$ cat src/rtl/byte_sus_pkg.sv
// Shared definitions for the two-lane byte unstriping / deskew block:
// FSM state encoding and the default word width and alignment marker.
package byte_sus_pkg;

  // Receive alignment state: searching, one lane locked, both lanes locked.
  typedef enum logic [1:0] {
    ST_HUNT = 2'd0,
    ST_SKEW = 2'd1,
    ST_RUN  = 2'd2
  } state_e;

  localparam int unsigned DEF_WIDTH     = 32;
  localparam logic [31:0] DEF_ALIGN_SYM = 32'hBCBC_BCBC;

  // True when a strobed lane word is the alignment marker.
  function automatic logic is_marker(input logic        valid,
                                     input logic [31:0] word,
                                     input logic [31:0] sym);
    return valid && (word == sym);
  endfunction

endpackage

$ cat src/rtl/byte_unstriping_deskew_if.sv
// Lane inputs and reassembled-stream outputs of the unstriping block.
// master drives the lanes (receive path side), slave is the deskew block.
interface byte_unstriping_deskew_if #(
  parameter int WIDTH = 32
) ();

  logic [WIDTH-1:0] lane_0;
  logic             valid_0;
  logic [WIDTH-1:0] lane_1;
  logic             valid_1;
  logic [WIDTH-1:0] data_out;
  logic             valid_out;
  logic             locked;
  logic             err;

  modport master (
    output lane_0, valid_0, lane_1, valid_1,
    input  data_out, valid_out, locked, err
  );

  modport slave (
    input  lane_0, valid_0, lane_1, valid_1,
    output data_out, valid_out, locked, err
  );

endinterface

$ cat src/rtl/lane_fifo.sv
// Per-lane synchronous FIFO. Pointers carry one extra wrap bit so full and
// empty are told apart by the MSB; flush empties the FIFO and has priority
// over push and pop. A push into a full FIFO is accepted only when a pop
// frees the head slot in the same cycle.
module lane_fifo #(
  parameter int WIDTH = 32,
  parameter int DEPTH = 8
) (
  input  logic             clk_2f,
  input  logic             reset_L,
  input  logic             push,
  input  logic             pop,
  input  logic             flush,
  input  logic [WIDTH-1:0] din,
  output logic [WIDTH-1:0] dout,
  output logic             full,
  output logic             empty
);

  localparam int AW = $clog2(DEPTH);

  logic [WIDTH-1:0] mem_q [DEPTH];
  logic [AW:0]      wr_ptr_q;
  logic [AW:0]      rd_ptr_q;
  logic             push_s;
  logic             pop_s;

  assign empty  = (wr_ptr_q == rd_ptr_q);
  assign full   = (wr_ptr_q[AW] != rd_ptr_q[AW]) &&
                  (wr_ptr_q[AW-1:0] == rd_ptr_q[AW-1:0]);
  assign dout   = mem_q[rd_ptr_q[AW-1:0]];
  assign push_s = push && (!full || pop) && !flush;
  assign pop_s  = pop && !empty && !flush;

  // Storage write; contents need no reset since the pointers gate reads.
  always_ff @(posedge clk_2f) begin
    if (push_s) begin
      mem_q[wr_ptr_q[AW-1:0]] <= din;
    end
  end

  // Pointer update with flush priority; wrap-around is native to the width.
  always_ff @(posedge clk_2f or negedge reset_L) begin
    if (!reset_L) begin
      wr_ptr_q <= {(AW+1){1'b0}};
      rd_ptr_q <= {(AW+1){1'b0}};
    end else if (flush) begin
      wr_ptr_q <= {(AW+1){1'b0}};
      rd_ptr_q <= {(AW+1){1'b0}};
    end else begin
      if (push_s) begin
        wr_ptr_q <= wr_ptr_q + (AW+1)'(1);
      end
      if (pop_s) begin
        rd_ptr_q <= rd_ptr_q + (AW+1)'(1);
      end
    end
  end

endmodule

$ cat src/rtl/byte_unstriping_deskew.sv
// Two-lane byte unstriper with deskew. Each lane is buffered in its own FIFO
// once it has seen an alignment marker; when both lanes are aligned the
// FIFOs are drained alternately (lane 0 first) into a registered output.
// Markers are consumed and never stored or forwarded.
module byte_unstriping_deskew
  import byte_sus_pkg::*;
#(
  parameter int               WIDTH     = DEF_WIDTH,
  parameter int               DEPTH     = 8,
  parameter int               SKEW_MAX  = 8,
  parameter logic [WIDTH-1:0] ALIGN_SYM = DEF_ALIGN_SYM
) (
  input  logic                     clk_2f,
  input  logic                     reset_L,
  byte_unstriping_deskew_if.slave  bus
);

  localparam int CW = $clog2(SKEW_MAX + 1);

  state_e           state_q;
  logic             lock0_q;
  logic             lock1_q;
  logic             turn_q;
  logic [CW-1:0]    cnt_q;
  logic [WIDTH-1:0] data_out_q;
  logic             valid_out_q;
  logic             err_q;

  logic             mk0_s;
  logic             mk1_s;
  logic             wr0_s;
  logic             wr1_s;
  logic             pop0_s;
  logic             pop1_s;
  logic             full0_s;
  logic             full1_s;
  logic             empty0_s;
  logic             empty1_s;
  logic [WIDTH-1:0] dout0_s;
  logic [WIDTH-1:0] dout1_s;
  logic             other_mk_s;
  logic             ovf_s;
  logic             timeout_s;
  logic             flush_s;

  assign mk0_s = is_marker(bus.valid_0, bus.lane_0, ALIGN_SYM);
  assign mk1_s = is_marker(bus.valid_1, bus.lane_1, ALIGN_SYM);

  // Unlocked lanes drop everything; locked lanes store only data words.
  assign wr0_s = bus.valid_0 && !mk0_s && lock0_q;
  assign wr1_s = bus.valid_1 && !mk1_s && lock1_q;

  // Only the lane whose turn it is may be popped; an empty turn lane stalls.
  assign pop0_s = (state_q == ST_RUN) && !turn_q && !empty0_s;
  assign pop1_s = (state_q == ST_RUN) &&  turn_q && !empty1_s;

  // Marker from the lane that is still waiting to lock while in SKEW.
  assign other_mk_s = lock0_q ? mk1_s : mk0_s;

  assign ovf_s     = (wr0_s && full0_s && !pop0_s) ||
                     (wr1_s && full1_s && !pop1_s);
  // A second marker on the timeout cycle still wins and completes the lock.
  assign timeout_s = (state_q == ST_SKEW) &&
                     (cnt_q == CW'(SKEW_MAX - 1)) && !other_mk_s;
  assign flush_s   = ovf_s || timeout_s;

  lane_fifo #(
    .WIDTH (WIDTH),
    .DEPTH (DEPTH)
  ) u_fifo0 (
    .clk_2f  (clk_2f),
    .reset_L (reset_L),
    .push    (wr0_s),
    .pop     (pop0_s),
    .flush   (flush_s),
    .din     (bus.lane_0),
    .dout    (dout0_s),
    .full    (full0_s),
    .empty   (empty0_s)
  );

  lane_fifo #(
    .WIDTH (WIDTH),
    .DEPTH (DEPTH)
  ) u_fifo1 (
    .clk_2f  (clk_2f),
    .reset_L (reset_L),
    .push    (wr1_s),
    .pop     (pop1_s),
    .flush   (flush_s),
    .din     (bus.lane_1),
    .dout    (dout1_s),
    .full    (full1_s),
    .empty   (empty1_s)
  );

  // Alignment FSM with lane locks, skew counter, turn bit and output register.
  always_ff @(posedge clk_2f or negedge reset_L) begin
    if (!reset_L) begin
      state_q     <= ST_HUNT;
      lock0_q     <= 1'b0;
      lock1_q     <= 1'b0;
      turn_q      <= 1'b0;
      cnt_q       <= {CW{1'b0}};
      data_out_q  <= {WIDTH{1'b0}};
      valid_out_q <= 1'b0;
      err_q       <= 1'b0;
    end else if (flush_s) begin
      state_q     <= ST_HUNT;
      lock0_q     <= 1'b0;
      lock1_q     <= 1'b0;
      turn_q      <= 1'b0;
      cnt_q       <= {CW{1'b0}};
      valid_out_q <= 1'b0;
      err_q       <= 1'b1;
    end else begin
      err_q <= 1'b0;
      case (state_q)
        ST_HUNT: begin
          valid_out_q <= 1'b0;
          cnt_q       <= {CW{1'b0}};
          if (mk0_s && mk1_s) begin
            state_q <= ST_RUN;
            lock0_q <= 1'b1;
            lock1_q <= 1'b1;
          end else if (mk0_s) begin
            state_q <= ST_SKEW;
            lock0_q <= 1'b1;
          end else if (mk1_s) begin
            state_q <= ST_SKEW;
            lock1_q <= 1'b1;
          end else begin
            state_q <= ST_HUNT;
          end
        end
        ST_SKEW: begin
          valid_out_q <= 1'b0;
          if (other_mk_s) begin
            state_q <= ST_RUN;
            lock0_q <= 1'b1;
            lock1_q <= 1'b1;
            cnt_q   <= {CW{1'b0}};
          end else begin
            cnt_q <= cnt_q + CW'(1);
          end
        end
        ST_RUN: begin
          if (pop0_s || pop1_s) begin
            data_out_q  <= turn_q ? dout1_s : dout0_s;
            valid_out_q <= 1'b1;
            turn_q      <= ~turn_q;
          end else begin
            valid_out_q <= 1'b0;
          end
        end
        default: begin
          state_q     <= ST_HUNT;
          lock0_q     <= 1'b0;
          lock1_q     <= 1'b0;
          turn_q      <= 1'b0;
          cnt_q       <= {CW{1'b0}};
          valid_out_q <= 1'b0;
        end
      endcase
    end
  end

  assign bus.data_out  = data_out_q;
  assign bus.valid_out = valid_out_q;
  assign bus.locked    = (state_q == ST_RUN);
  assign bus.err       = err_q;

endmodule
$ cat src/flat_wrapper.sv
// flat-port wrapper written by rule: the top's interface ports become plain ports
module byte_unstriping_deskew_flat import byte_sus_pkg::*;
#(
  parameter int               WIDTH     = DEF_WIDTH,
  parameter int               DEPTH     = 8,
  parameter int               SKEW_MAX  = 8,
  parameter logic [WIDTH-1:0] ALIGN_SYM = DEF_ALIGN_SYM
)
  (clk_2f, reset_L, bus_lane_0, bus_valid_0, bus_lane_1, bus_valid_1, bus_data_out, bus_valid_out, bus_locked, bus_err);
  byte_unstriping_deskew_if #(.WIDTH(WIDTH)) bus_i ();
  input  logic clk_2f;
  input  logic reset_L;
  input wire logic [$bits(bus_i.lane_0)-1:0] bus_lane_0;
  input wire logic [$bits(bus_i.valid_0)-1:0] bus_valid_0;
  input wire logic [$bits(bus_i.lane_1)-1:0] bus_lane_1;
  input wire logic [$bits(bus_i.valid_1)-1:0] bus_valid_1;
  output wire logic [$bits(bus_i.data_out)-1:0] bus_data_out;
  output wire logic [$bits(bus_i.valid_out)-1:0] bus_valid_out;
  output wire logic [$bits(bus_i.locked)-1:0] bus_locked;
  output wire logic [$bits(bus_i.err)-1:0] bus_err;
  assign bus_i.lane_0 = bus_lane_0;
  assign bus_i.valid_0 = bus_valid_0;
  assign bus_i.lane_1 = bus_lane_1;
  assign bus_i.valid_1 = bus_valid_1;
  assign bus_data_out = bus_i.data_out;
  assign bus_valid_out = bus_i.valid_out;
  assign bus_locked = bus_i.locked;
  assign bus_err = bus_i.err;
  byte_unstriping_deskew #(.WIDTH(WIDTH), .DEPTH(DEPTH), .SKEW_MAX(SKEW_MAX), .ALIGN_SYM(ALIGN_SYM)) u_core (.clk_2f(clk_2f), .reset_L(reset_L), .bus(bus_i));
endmodule
$ cat config.mk
export PLATFORM = sky130hd
export DESIGN_NAME = byte_unstriping_deskew_flat
export DESIGN_NICKNAME = d
export VERILOG_FILES = /design/src/rtl/byte_sus_pkg.sv /design/src/rtl/byte_unstriping_deskew_if.sv /design/src/rtl/lane_fifo.sv /design/src/rtl/byte_unstriping_deskew.sv /design/src/flat_wrapper.sv
export SDC_FILE = /design/constraint.sdc
export NUM_CORES = 1
export LEC_CHECK = 0
export CAP_MARGIN = 10
export CORE_MARGIN = 2
export CORE_UTILIZATION = 60
export DETAILED_ROUTE_END_ITERATION = 12
export PLACE_DENSITY = 0.84
export SYNTH_ARGS = -nofsm -noshare
export SYNTH_HDL_FRONTEND = slang
export SYNTH_SLANG_ARGS = --single-unit
export TNS_END_PERCENT = 10
$ cat constraint.sdc
create_clock -name clk_2f -period 7.1 [get_ports clk_2f]
set_input_delay 1.775 -clock clk_2f [delete_from_list [all_inputs] [get_ports clk_2f]]
set_output_delay 1.775 -clock clk_2f [all_outputs]
set_load 0.005 [all_outputs]
==> results of run 1 <==
## worst paths after layout
path                                              end  depth (start not counted)  slack (ps)
max                        u_core.u_fifo0.mem_q[6][7]                          8        1600
min                            u_core.bus.data_out[2]                          1         510
max reg2reg                u_core.u_fifo0.mem_q[6][7]                          8        3290
min reg2reg                    u_core.bus.data_out[2]                          1         510
max in group asynchronous  u_core.u_fifo0.rd_ptr_q[0]                          2        5170
min in group asynchronous  u_core.u_fifo1.rd_ptr_q[2]                          2        1330
## kinds of logic after synthesis
logic type      Yosys count
compound gates           88
flops                   571
buf+inv                  73
simple gates            137
fa+ha+maj                 6
xor+xnor                 21
mux                     196
## metal layers
layer,GRT usage,up-vias,wire (um),share of wire
li1,-,4743,-,-
met1,0.352,5841,18700,0.40
met2,0.408,479,23900,0.51
met3,0.0375,65,3340,0.071
met4,0.0710,0,1100,0.023
met5,0,-,0,0
## stage by stage
stage          instance area, um^2  hold slack (ps)  cells
2_1_floorplan                22700              474   1092
3_3_place_gp                 24400              496   1669
3_5_place_dp                 24400              503   1669
4_1_cts                      26100              520   1769
5_1_grt                      26100              536   1769
6_report                     26100              514   1769
## registers in the layout, summed over array words and instances (netlist names)
name / cells
u_core.u_fifo0.mem_q: 256
u_core.state_q: 2
u_core.lock1_q: 1
u_core.u_fifo1.mem_q: 256
u_core.cnt_q: 4
u_core.u_fifo0.wr_ptr_q: 4
u_core.lock0_q: 1
u_core.u_fifo1.rd_ptr_q: 4
u_core.bus.err: 1
u_core.bus.data_out: 32
u_core.bus.valid_out: 1
u_core.u_fifo0.rd_ptr_q: 4
u_core.turn_q: 1
u_core.u_fifo1.wr_ptr_q: 4
## area by class of cell
type / instances / share of cell area
Timing Repair Buffer: 130 / 0.0470
Multi-Input combinational cell: 448 / 0.216
Tap cell: 511 / 0.0245
Inverter: 9 / 0.00130
Clock buffer: 78 / 0.0580
Sequential cell: 571 / 0.647
Clock inverter: 22 / 0.00643
## synth_stat cells, drive strengths merged (2+ instances only)
cell type    n  area, um^2
a211oi      33         248
o21ai        3        15.0
nand3        6        30.0
edfxtp     512       15400
a31oi        2        12.5
o211ai       2        20.0
nor4b        2        23.8
clkbuf      28         109
mux2i       36         360
nand4        6        37.5
a32oi        2        17.5
buf         36         221
and4bb       6        75.1
nand2b       7        51.3
mux4       128        2880
nand2       10        37.5
a311oi       3        26.3
a21oi       37         208
nor3b        2        15.0
or3          2        17.5
dfrtp       59        1480
xnor2       13         129
nor2        27         101
ha           6        75.1
inv          9        33.8
nor4        12         138
mux2        32         469
and4b        8        80.1
a2bb2oi      2        17.5
nor2b       34         213
xor2         8        70.1
nor4bb       2        20.0
and3         3        18.8
nor3         8        45.0
## worst max-delay path, stage by stage
cell and delay (ps):
clkdlybuf4s50_1 640, nor4bb_1 550, nand4_1 390, nor4_1 320
a31oi_1 220, a41o_2 720, nor4_4 590, buf_4 490
## power by group
group,total [uW],switching (uW),internal [uW]
clock network,2750,1200,1550
registers,3840,85.2,3750
logic,430,133,297
==> key figures, run 1 <==
Place
  • DP Wirelength: 27,600 um
  • Buffers on Ports: 102
  • Place WS: approximately 1100 ps
  • Final Wtd Congestion: just over 0.8

Cells and area
  • Finished Core Util: 0.696
  • Multi-input combinational cell area: roughly 5600 um^2
  • Most frequent cells in the layout: edfxtp_1, mux4_2, clkdlybuf4s50_1, clkbuf_16, dfrtp_1
  • Most common cell after layout, fill and taps aside: edfxtp_1
  • Number of antenna diodes: 0
  • Reg area: ~17,000 um^2
  • P&R area growth vs syn: 14.8%
  • Share of cells above drive strength 1: 0.241
  • Fillers: about 2,300
  • Nets: approximately 1,300

Routing
  • Drt first pass iters: 5
  • Total Wirelength: between 40,000 and 50,000 um
  • Iter 0 DRT Violations: between 1,000 and 1,500
  • Post-DR vias/cell: roughly 6.3
  • Routed vias: approximately 11,000
  • Final ANT Viol Nets: 0
  • Routed length per instance: about 27 um
  • Drc violations: 0

Clock tree
  • Total CTS buffers: 54
  • Hold_buf cts: 0
  • Later-pin clock latency in the skew report: slightly above 600 ps
  • Reg clk slew, reported paths: roughly 60 ps
  • CTS tree: built
  • # clock sinks: about 570
  • Post-CTS Repair Setup Buffers: 0
  • CTS-repair resized insts: 0
  • Clock Root Buffer: clkbuf_16
  • H-tree Lvls: 2
  • Clock Tree Buf Depth: 3

Timing
  • Tmin final: around 5500 ps
  • Fin crit share: 0.775
  • Final Skew: between 20 and 30 ps
  • Rel. slew slack: 0.265
  • RSZ-0062 raised after global routing: no
  • # setup viols final: 0
  • Fin Setup TNS: 0 ps
  • Fmax: ~180 MHz
  • Worst Slack Setup Final: 1600 ps
  • Pins over their slew limit: 0
  • Slew @ Worst Pin: around 1100 ps
  • Hold Fails Final Rpt: 0

Synth
  • Commonest register cell after synthesis: edfxtp_1
  • Mapped cell area: between 20,000 and 25,000 um^2
  • Mux share of post-synthesis cell area: 0.163
  • Post-synth EDFFs: about 510
  • Largest family of logic cells by synthesized area: multiplexers
  • Adder-cell share of the synthesized area: 0.00330
  • Synth cell types: 53
  • Compound-Gate Fraction of Synth Area: 0.0269
  • Post-synthesis sequential area ratio: 0.741
  • Mean Syn Cell Area: between 20 and 25 um^2
  • Synth warnings: 0
  • Post-Syn Nets: about 1,200
  • FF+latch count, synth: 571
  • Async SR Flop Fraction: 0.103
  • Cell count after synthesis: about 1,100
  • Synth Area in Simple Gates: 0.0404
  • Post-synthesis xor/xnor area fraction: 0.00875

Die
  • Die Span Y: 199 um
  • Die ar.: approximately 40,000 um^2
  • Row Count: 71
  • Boundary Pins: about 100
  • Die X: about 200 um
  • Starting Density: 0.606
  • Core footprint: 37,500 um^2

Critical path
  • Setup CP Type: input pin to register
  • Startpoint types: input pin
  • Max FO, Critical Path: 41
  • CP arrival: between 5000 and 6000 ps
  • Worst setup path startpoint: bus_lane_0[26]
  • Worst r2r src: u_core.u_fifo1.rd_ptr_q[1]
  • Crit end category: register
  • Worst Path Required: between 7000 and 8000 ps

Global route
  • Grt ovf: 0
  • Largest net degree at the start of global routing: 69
  • Total GRT Usage: 0.248
  • Initial antenna violation count: 0
  • Global-route wire length before repair: slightly above 70,000 um
  • Vias in the first global route: between 10,000 and 15,000

Job
  • Max-Cap Viols: 0

Hold path
  • Min-delay src: u_core.bus.data_out[2]
  • Worst hold path type: register to register

Pwr
  • Power Density: about 270 nW/um^2
  • Maximum VDD drop: slightly above 0.2 mV
  • PnR Total Power: ~7000 uW
  • Leakage power: slightly above 0.008 uW

Status
  • Outcome: finished, final reports clean
Note: power is estimated with default switching activity, not from simulation.
==> run 2, diff against run 1 <==
Clock period 7.1 ns to 5.2 ns, I/O delays scaled along.
==> key figures, run 2 (synthesized netlist as in run 1, its figures left out) <==
Global route
  • Largest net degree at the start of global routing: between 60 and 70
  • Total GRT Usage: 0.245
  • Vias in the first global route: ~11,000
  • Grt ovf: 0
  • Initial antenna violation count: 1
  • Global-route wire length before repair: 70,600 um

Clock tree
  • Post-CTS Repair Setup Buffers: 0
  • CTS-repair resized insts: 0
  • Hold_buf cts: 0
  • Clock Root Buffer: clkbuf_16
  • CTS tree: built
  • H-tree Lvls: 2
  • Total CTS buffers: 54
  • # clock sinks: roughly 570
  • Later-pin clock latency in the skew report: ~590 ps
  • Clock Tree Buf Depth: 3
  • Reg clk slew, reported paths: 60 ps

Cells and area
  • Layout Cell Area excl Fill: ~27,000 um^2
  • Share of cells above drive strength 1: 0.253
  • Fillers: approximately 2,200
  • P&R area growth vs syn: 16.7%
  • Multi-input combinational cell area: roughly 5600 um^2
  • Most common cell after layout, fill and taps aside: edfxtp_1
  • Finished Core Util: 0.708
  • Nets: roughly 1,300
  • Most frequent cells in the layout: edfxtp_1, mux4_2, clkdlybuf4s50_1, clkbuf_16, dfrtp_1
  • Reg area: 16,900 um^2

Routing
  • Routed length per instance: roughly 26 um
  • Iter 0 DRT Violations: between 1,000 and 1,500
  • Drc violations: 0
  • Post-DR vias/cell: roughly 6.3
  • Drt first pass iters: 5
  • Final ANT Viol Nets: 0
  • Total Wirelength: approximately 46,000 um
  • Routed vias: about 11,000

Timing
  • Fmax: approximately 230 MHz
  • Rel. slew slack: 0.359
  • Hold Fails Final Rpt: 0
  • Hold_ws: ~510 ps
  • # setup viols final: 0
  • Fin crit share: 0.833
  • Slew @ Worst Pin: between 900 and 1000 ps
  • Worst Slack Setup Final: between 800 and 900 ps
  • Pins over their slew limit: 0
  • Fin Setup TNS: 0 ps
  • RSZ-0062 raised after global routing: no
  • Final Skew: between 15 and 20 ps
  • Tmin final: roughly 4300 ps

Place
  • Buffers on Ports: between 100 and 150
  • Placed inst area: 24,700 um^2
  • Place WS: approximately 270 ps
  • DP Wirelength: ~28,000 um
  • Final Wtd Congestion: around 0.8

Pwr
  • NetSw: 1940 uW
  • Sequential share of power: 0.532
  • Cell Int Power: between 7000 and 8000 uW
  • Power Density: approximately 370 nW/um^2
  • Switching Share: 0.198
  • Maximum VDD drop: roughly 0.32 mV
  • Leakage power: 0.00845 uW
  • Combinational group share of total power: 0.059
  • Clk pwr share: 0.409

Critical path
  • Critical Path, Cell by Cell: clkdlybuf4s50_1 -> nor4bb_1 -> nand4_1 -> nor4_1 -> a31oi_1 -> a41o_2 -> buf_4 -> nor4_4 -> buf_12
  • Worst path top cell family by delay: simple AND/OR/NAND/NOR gates
  • Crit end category: register
  • Max FO, Critical Path: 32
  • Setup CP Type: input pin to register
  • Critical path's slowest cell: clkdlybuf4s50_1
  • Worst Path Required: about 5500 ps
  • CP Buf/Inv Count: 3
  • CP arrival: 4600 ps
  • Startpoint types: input pin
  • Slowest stage delay, CP: about 640 ps

Status
  • Outcome: finished, final reports clean

Die
  • Starting Density: 0.606
  • Core footprint: 37,500 um^2
  • Die Span Y: around 200 um
  • Die ar.: slightly below 40,000 um^2
  • Boundary Pins: just over 100
  • Die X: 199 um
  • Row Count: 71

Job
  • Max-Cap Viols: 0

Hold path
  • Worst hold path type: register to register
[run 2: cell count changes in the layout (fill, tap and decap cells not counted), moves of 2 or more]
cell	previous run	this run
bufinv_16	2	9
clkbuf_1	18	5
clkbuf_8	5	0
clkinvlp_4	3	5
buf_12	0	16
clkinv_1	3	11
buf_4	28	25
[run 2: metrics by stage]
step	power, uW	instances
detailed placement	5900	1682
global placement	5890	1682
CTS	9880	1782
floorplan	5470	1092
global route	10100	1783
finish	9820	1783
[run 2: path summary, 6_finish.rpt]
check,depth (start not counted),to,slack (ps),from
setup / recovery,9,u_core.u_fifo0.mem_q[2][26],870,bus_lane_0[26]
hold / removal,1,u_core.bus.data_out[31],510,u_core.bus.data_out[31]
setup reg to reg,7,u_core.bus.data_out[28],2000,u_core.u_fifo0.rd_ptr_q[1]
hold reg to reg,1,u_core.bus.data_out[31],510,u_core.bus.data_out[31]
max in group asynchronous,2,u_core.u_fifo1.rd_ptr_q[0],3570,reset_L
min in group asynchronous,1,u_core.bus.valid_out,710,reset_L
[run 2: power by group through the flow]
stage	Combinational, uW	Clock (uW)	Sequential [uW]
2_1_floorplan	176	0	5300
3_3_place_gp	571	0	5320
3_5_place_dp	584	0	5320
4_1_cts	589	4070	5220
5_1_grt	622	4240	5230
6_report	583	4020	5220
[run 2: area by class of cell]
type	count	area share
inverter	9	0.00127
clock buffer	59	0.0516
tap	511	0.0241
sequential	571	0.636
multi-input combinational	448	0.213
clock inverter	41	0.0169
timing repair buffer	143	0.0574
antenna	1	0.0000943
[run 2: routing by layer]
metal | track usage | share of wire | wire length, um
met1 | 0.340 | 0.40 | 18400
met2 | 0.401 | 0.50 | 23200
met3 | 0.0468 | 0.078 | 3610
met4 | 0.0741 | 0.026 | 1200
met5 | 0 | 0 | 0
==> run 3, diff against run 2 <==
Clock period 5.2 ns to 4.1 ns, I/O delays scaled along.
==> key figures, run 3 (synthesized netlist as in run 1, its figures left out) <==
Cells and area
  • P&R area growth vs syn: 19.1%
  • Number of antenna diodes: 0
  • Most common cell after layout, fill and taps aside: edfxtp_1
  • Most frequent cells in the layout: edfxtp_1, mux4_2, clkdlybuf4s50_1, buf_4, clkbuf_16
  • Nets: between 1,000 and 1,500
  • Share of cells above drive strength 1: 0.290
  • Layout Cell Area excl Fill: ~27,000 um^2

Place
  • DP Wirelength: a little over 30,000 um
  • Placed inst area: between 20,000 and 30,000 um^2
  • Final Wtd Congestion: roughly 0.8
  • Place WS: -65.0 ps
  • Buffers on Ports: between 100 and 150

Timing
  • Tmin final: between 3000 and 4000 ps
  • # setup viols final: 0
  • Rel. slew slack: 0.299
  • Worst Slack Setup Final: approximately 430 ps
  • Final Skew: 21.0 ps
  • RSZ-0062 raised after global routing: no
  • Hold_ws: between 500 and 600 ps
  • Hold Fails Final Rpt: 0
  • Pins over their slew limit: 0
  • Fin Setup TNS: 0 ps
  • Fin crit share: 0.895
  • Fmax: 273 MHz
  • Slew @ Worst Pin: 1050 ps

Clock tree
  • # clock sinks: around 570
  • Total CTS buffers: 55
  • Hold_buf cts: 0
  • H-tree Lvls: 2
  • Later-pin clock latency in the skew report: roughly 590 ps
  • Clock Tree Buf Depth: 3
  • Reg clk slew, reported paths: around 60 ps
  • Post-CTS Repair Setup Buffers: 0
  • CTS tree: built
  • CTS-repair resized insts: 0
  • Clock Root Buffer: clkbuf_16

Routing
  • Drt first pass iters: 7
  • Routed length per instance: about 26 um
  • Routed vias: about 12,000
  • Post-DR vias/cell: 6.22
  • Iter 0 DRT Violations: 1,299
  • Final ANT Viol Nets: 0
  • Total Wirelength: 48,500 um
  • Drc violations: 0

Pwr
  • Sequential share of power: 0.543
  • Cell Int Power: between 9000 and 10,000 uW
  • Clk pwr share: 0.392
  • Combinational group share of total power: 0.065
  • Maximum VDD drop: 0.428 mV
  • Leakage power: about 0.0088 uW
  • Power Density: between 400 and 500 nW/um^2
  • NetSw: between 2000 and 2500 uW
  • Switching Share: 0.202

Hold path
  • Worst hold path type: register to register

Die
  • Row Count: around 70
  • Die X: around 200 um
  • Die ar.: ~40,000 um^2
  • Die Span Y: between 150 and 200 um
  • Starting Density: 0.606
  • Core footprint: ~37,000 um^2
  • Boundary Pins: around 100

Global route
  • Global-route wire length before repair: roughly 74,000 um
  • Grt ovf: 0
  • Initial antenna violation count: 0
  • Total GRT Usage: 0.255
  • Largest net degree at the start of global routing: about 70
  • Vias in the first global route: 11,900

Critical path
  • Worst Path Required: roughly 4400 ps
  • Crit end category: register
  • Max FO, Critical Path: 10
  • Startpoint types: input pin
  • CP arrival: 3950 ps
  • Critical Path, Cell by Cell: clkdlybuf4s50_1 -> and4bb_2 -> nand4_1 -> nor4_1 -> a31oi_1 -> a41o_2 -> buf_12 -> nor4_4 -> buf_4
  • Slowest stage delay, CP: ~650 ps
  • Critical path's slowest cell: clkdlybuf4s50_1
  • Setup CP Type: input pin to register

Job
  • Max-Cap Viols: 0

Status
  • Outcome: finished, final reports clean
## run 3: critical path: cells and delay by family
kind / cells / cell delay (ps)
AOI/OAI and AO/OA: 2 / 460
and+or+nand+nor: 4 / 1370
buffers and inverters: 3 / 1080
## run 3: worst paths after layout
| path | from | end | slack [ps] | cells after the start |
|---|---|---|---|---|
| setup / recovery | bus_lane_0[18] | u_core.u_fifo1.mem_q[6][20] | 430 | 9 |
| hold / removal | u_core.bus.data_out[15] | u_core.bus.data_out[15] | 510 | 1 |
| setup reg to reg | u_core.u_fifo1.rd_ptr_q[0] | u_core.u_fifo1.mem_q[6][20] | 1210 | 8 |
| hold reg to reg | u_core.bus.data_out[15] | u_core.bus.data_out[15] | 510 | 1 |
| max in group asynchronous | reset_L | u_core.bus.data_out[5] | 2630 | 2 |
| min in group asynchronous | reset_L | u_core.bus.err | 630 | 1 |
## run 3: layout make-up
cell class | count | area (um^2)
flip-flops and latches | 571 | 16900
fillers | 2146 | 10400
multi-input cells | 448 | 5650
repair buffers | 222 | 2180
clock buffers | 79 | 1530
well taps | 511 | 639
clock inverters | 24 | 185
inverters | 9 | 33.8
## run 3: power by group through the flow
stage | combinational (uW) | clock (uW) | sequential [uW]
after floorplan | 224 | 0 | 6720
after global placement | 773 | 0 | 6770
after detailed placement | 798 | 0 | 6770
after CTS | 804 | 4860 | 6650
after global routing | 847 | 5100 | 6660
final | 797 | 4800 | 6650
## run 3: through the flow
step	total power, uW	instances	util
floorplan	6940	1092	-
global placement	7540	1761	0.677
detailed placement	7560	1761	0.677
CTS	12300	1864	0.722
global route	12600	1864	0.722
finish	12300	1864	0.722
## run 3: metal layers
layer | global-route usage | vias up | wire, um
li1 | - | 4930 | -
met1 | 0.378 | 6090 | 20200
met2 | 0.413 | 506 | 24000
met3 | 0.0393 | 63 | 3540
met4 | 0.0528 | 0 | 761
met5 | 0 | - | 0
